### src/rtl/drap_pkg.sv
// Shared widths and loader state encoding for the DRAP instruction-memory controller.
package drap_pkg;

    localparam int DRAP_B = 32;
    localparam int DRAP_W = 7;

    typedef enum logic [1:0] {
        IDLE = 2'd0,
        LOAD = 2'd1,
        DONE = 2'd2
    } ld_state_t;

endpackage

### src/rtl/drap_ld_counter.sv
// Loader write pointer and words-remaining counter with wrap and count saturation.
// Latency: ptr/remaining update on the edge after load or dec.
// Backpressure: none; dec is asserted only on accepted transfers.
module drap_ld_counter #(
    parameter int W = 7
) (
    input  logic         clk,
    input  logic         rst_n,
    input  logic         load,
    input  logic [W-1:0] base,
    input  logic [W:0]   count,
    input  logic         dec,
    output logic [W-1:0] ptr,
    output logic         last
);

    // A burst can never cover more than the whole memory, so every word is written at most once.
    localparam logic [W:0] FULL = {1'b1, {W{1'b0}}};

    logic [W:0] remaining;

    always_ff @(posedge clk or negedge rst_n) begin
        if (!rst_n) begin
            ptr       <= '0;
            remaining <= '0;
        end else if (load) begin
            ptr       <= base;
            remaining <= (count > FULL) ? FULL : count;
        end else if (dec) begin
            ptr       <= ptr + 1'b1;
            remaining <= remaining - 1'b1;
        end
    end

    assign last = (remaining == {{W{1'b0}}, 1'b1});

endmodule

### src/rtl/drap_imem_loader_arb.sv
// Arbitrates the single IMEM port between CPU fetch and a burst program loader.
// Latency: fetch data is registered (1 cycle); loader writes land on the accepting edge.
// Backpressure: loader owns the port while busy and stalls the CPU; ld_ready drops on abort.
module drap_imem_loader_arb
    import drap_pkg::*;
#(
    parameter int B = DRAP_B,
    parameter int W = DRAP_W
) (
    input  logic         clk,
    input  logic         rst_n,
    input  logic         fetch_req,
    input  logic [W-1:0] fetch_addr,
    output logic [B-1:0] fetch_data,
    output logic         fetch_valid,
    output logic         cpu_stall,
    input  logic         ld_start,
    input  logic [W-1:0] ld_base,
    input  logic [W:0]   ld_count,
    input  logic         ld_valid,
    input  logic [B-1:0] ld_data,
    output logic         ld_ready,
    input  logic         ld_abort,
    output logic         ld_busy,
    output logic         ld_done,
    output logic [W-1:0] mem_addr,
    output logic [B-1:0] mem_wdata,
    output logic         mem_write,
    input  logic [B-1:0] mem_rdata
);

    ld_state_t    state, state_nxt;
    logic [W-1:0] ptr;
    logic         last;
    logic         in_load;
    logic         xfer;
    logic         start_load;
    logic         fetch_grant;

    assign in_load     = (state == LOAD);
    assign ld_ready    = in_load && !ld_abort;
    assign xfer        = ld_ready && ld_valid;
    assign start_load  = (state == IDLE) && ld_start && (ld_count != '0);
    assign fetch_grant = fetch_req && (state == IDLE);

    drap_ld_counter #(.W(W)) u_cnt (
        .clk   (clk),
        .rst_n (rst_n),
        .load  (start_load),
        .base  (ld_base),
        .count (ld_count),
        .dec   (xfer),
        .ptr   (ptr),
        .last  (last)
    );

    always_ff @(posedge clk or negedge rst_n) begin
        if (!rst_n) begin
            state <= IDLE;
        end else begin
            state <= state_nxt;
        end
    end

    always_comb begin
        state_nxt = state;
        case (state)
            IDLE: begin
                if (ld_start) begin
                    state_nxt = (ld_count != '0) ? LOAD : DONE;
                end
            end
            LOAD: begin
                if (ld_abort) begin
                    state_nxt = IDLE;
                end else if (xfer && last) begin
                    state_nxt = DONE;
                end
            end
            DONE:    state_nxt = IDLE;
            default: state_nxt = IDLE;
        endcase
    end

    // Fetch is only granted in IDLE, so a read never overlaps a loader write.
    always_ff @(posedge clk or negedge rst_n) begin
        if (!rst_n) begin
            fetch_valid <= 1'b0;
            fetch_data  <= '0;
        end else begin
            fetch_valid <= fetch_grant;
            if (fetch_grant) begin
                fetch_data <= mem_rdata;
            end
        end
    end

    assign cpu_stall = (state != IDLE);
    assign ld_busy   = (state != IDLE);
    assign ld_done   = (state == DONE);
    assign mem_addr  = in_load ? ptr : fetch_addr;
    assign mem_wdata = ld_data;
    assign mem_write = xfer;

endmodule

### config.mk
export PLATFORM = sky130hd
export DESIGN_NAME = drap_imem_loader_arb
export DESIGN_NICKNAME = d
export VERILOG_FILES = /design/src/rtl/drap_pkg.sv /design/src/rtl/drap_ld_counter.sv /design/src/rtl/drap_imem_loader_arb.sv
export SDC_FILE = /design/constraint.sdc
export NUM_CORES = 1
export LEC_CHECK = 0
export CAP_MARGIN = 30
export CORE_UTILIZATION = 36
export CTS_BUF_LIST = sky130_fd_sc_hd__clkbuf_16
export DETAILED_ROUTE_END_ITERATION = 7
export PLACE_DENSITY = 0.86
export SETUP_SLACK_MARGIN = 0.2
export SYNTH_ARGS = -nofsm -noshare
export SYNTH_HDL_FRONTEND = slang
export SYNTH_SLANG_ARGS = --single-unit
export TNS_END_PERCENT = 1
### constraint.sdc
create_clock -name clk -period 2.3 [get_ports clk]
set_input_delay 0.345 -clock clk [delete_from_list [all_inputs] [get_ports clk]]
set_output_delay 0.345 -clock clk [all_outputs]
set_load 0.05 [all_outputs]
==> reports/qor.yml <==
sta:
  slew_viol_final: 0
  fin_ws_ns: 0.307
  fin_worst_skew_ns: 0.00385
  finalSetupTns_ns: 0
  period_needed_ns: 1.99
  slew-limit-headroom_pct: 58.7
  fin_crit_sh_pct: 86.6
  max_slew.worst_pin.slew_ns: 0.619
  rsz0062_at_grt: "false"
  hold_viol: 0
  setup_violations: 0
  fmax_ghz: 0.502
route:
  met2_length_um: 2900
  wirelength_met1_um: 2320
  postRouteAntennaNets: 0
  drt_iter0_drc: 71
  routed.top_layer: "met4"
  vias_per_cell: 4.94
  drt-pass1-iter-count: 4
  vias: 1995
  wl_um: 5740
  wl_per_cell_um: 14.2
  drc_errors: 0
  met3_length_um: 477
die:
  die_y_um: 87.0
  start_util_pct: 37.7
  dieWidth_um: 87.0
  rows: 30
  die-area_um2: 7570
  ioPinCount: 169
  coreArea_um2: 6910
pwr:
  leakage_nw: 1.59
  p_int_mw: 3.26
  pwr-share-comb_pct: 57.0
  clockPowerShare_pct: 15.6
  switching_share_pct: 45.1
  ir_drop_mv: 0.444
  power_frac_seq_pct: 27.4
  net-switching-power_mw: 2.68
  pwr_density_cell_nw_per_um2: 1580
placed_design:
  dp_cells: 396
  placed_area_um2: 3550
  gp_congestion: 0.819
  pre_cts_slack_ns: 0.0359
  dp_hpwl_um: 4510
  portBuffers: 104
yosys:
  synth_flop_cell: "dfrtp_1"
  yosys_warnings: 0
  synth-seq-cells: 50
  syn_nets: 322
  yosys-top-cells-area: "dfrtp_1 (48%), mux2_2 (16%), buf_4 (9.5%)"
  ys_async_sr_fraction_pct: 100
  synth_cell_types: 44
  avgSynthCellArea_um2: 11.5
  synth_top_area_share_pct: 48.1
  syn_area_um2: 2600
  syn_inst: 227
  yosysSeqAreaShare_pct: 48.1
  yosysTopAreaCell: "dfrtp_1"
  synth_edf_count: 0
global_route:
  grt_remaining_overflow: 0
  grt_max_degree: 51
  antenna_found_initial: 0
  grt_first_pass_wirelength_um: 9530
  grt_util_all_layers_pct: 16.0
  grt_pass1_vias: 2046
worst_setup_path:
  worst_setup_path_end_kind: "output port"
  rrSetupSlack_ns: 0.45
  worstSetupStartpoint: "state[0]$_DFFE_PN0P_"
  r2r-end: "state[0]$_DFFE_PN0P_"
  r2r-start: "u_cnt.remaining[3]$_DFFE_PN0P_"
  ff2ff_path_depth: 3
  cp.arrival_ns: 1.65
  cp.required_ns: 1.96
  critPathLaunchType: "flop"
  critPathMaxFanout: 4
  path_class: "flop to output port"
cells_and_area:
  design_area_um2: 3750
  syn2layout_area_growth_pct: 44.0
  num_antenna_cells: 0
  drive_above_1_share_pct: 24.0
  finalNonFillerCells: 404
  final_net_count: 402
clock_tree:
  clock_sinks: 50
  ctsResizeCount: 0
  numCtsBuffers: 5
  htreeDepth: 2
  clkLatencyLatePin_ns: 0.28
  root_buffer: "clkbuf_16"
  cts_tree: "done"
  postCtsHoldBufs: 0
  path_clk_slew_ns: 0.06
  cts.path.max_buffers: 2
  post-cts-setup-buffer-count: 0
status:
  status: "finished clean"
run:
  maxCapViolCount: 0
worst_hold_path:
  hold_class: "input pin to async pin"
[worst max-delay path by stage]
stage                                           to  slack [ns]  cells past startpoint
after floorplan                        mem_addr[1]       -0.03                      3
after global placement    u_cnt.ptr[2]$_DFFE_PN0P_        0.07                      4
after detailed placement  u_cnt.ptr[3]$_DFFE_PN0P_        0.04                      4
after CTS                                cpu_stall        0.29                      3
after global routing                      ld_ready        0.23                      3
final                                      ld_done        0.31                      2
[cells in the mapped netlist (2+ instances only)]
cell      number
xnor2_1        2
o22ai_1        2
and3_1         2
dfrtp_1       50
nor2_1         6
nor3_1         4
nor2b_1        2
ha_1           3
buf_2          4
nand3_1        3
nand2_1       12
mux2_2        36
or4_4          3
a221o_1        4
a211o_1        3
nor4_1         2
nand3b_1       2
a21oi_1        7
clkbuf_1       4
o211a_1        2
o221a_2        2
buf_4         33
o21ai_0        9
nand2b_1       3
inv_1          8
[area by class of cell]
type | count | area [µm²]
fill | 626 | 3160
sequential | 50 | 1250
timing repair buffer | 114 | 1110
multi-input combinational | 128 | 1040
clock buffer | 5 | 125
tap | 96 | 120
clock inverter | 3 | 68.8
inverter | 8 | 30.0
[critical path: stages (launching register included)]
cell             delay (ns)
dfrtp_1                0.40
nor2b_1                0.14
clkdlybuf4s50_1        0.83
[layer usage]
| layer | global-route usage (%) | up-vias |
|---|---|---|
| met2 | 28.3 | 87 |
| li1 | - | 941 |
| met4 | 4.39 | 0 |
| met3 | 4.55 | 10 |
| met5 | 0 | - |
| met1 | 18.8 | 957 |
[cells in the final DEF, fill, tap and decap left out, drive strengths merged, types with 3 or more instances in the layout]
cell	netlist	layout
dfrtp	50	50
ha	3	3
clkbuf	4	5
a221o	4	4
nand2b	3	3
buf	37	20
nand2	12	12
nor3	4	4
clkdlybuf4s50	0	94
o21ai	9	9
nor2	7	7
or4	4	4
nand3	3	3
a211o	3	3
a21oi	7	7
mux2	36	36
inv	8	8
[cells by family after synthesis]
logic type | synth area share [%]
flops | 48.1
buf+inv | 12.0
simple gates | 11.2
compound gates | 10.3
mux | 16.0
xor+xnor | 1.01
fa+ha+maj | 1.44
[sequential cells by signal (all words and copies together) (netlist names)]
register / flops
fetch_data: 32
u_cnt.remaining: 8
state: 2
fetch_valid: 1
u_cnt.ptr: 7
[per-stage QoR]
| step | hold slack [ns] | util (%) | power [mW] |
|---|---|---|---|
| after floorplan | 0.0494 | - | 4.05 |
| after global placement | 0.481 | 51.4 | 4.96 |
| after detailed placement | 0.490 | 51.4 | 5.06 |
| after CTS | 0.185 | 54.3 | 6.01 |
| after global routing | 0.234 | 54.3 | 6.26 |
| final | 0.168 | 54.3 | 5.94 |
[power groups by stage]
stage	sequential, mW	combinational (mW)	clock [mW]
floorplan	2.62	1.43	0
global placement	1.61	3.35	0
detailed placement	1.65	3.41	0
CTS	1.63	3.42	0.964
global route	1.69	3.58	0.998
finish	1.62	3.38	0.929
No activity file was read; power rests on OpenSTA's default activity.
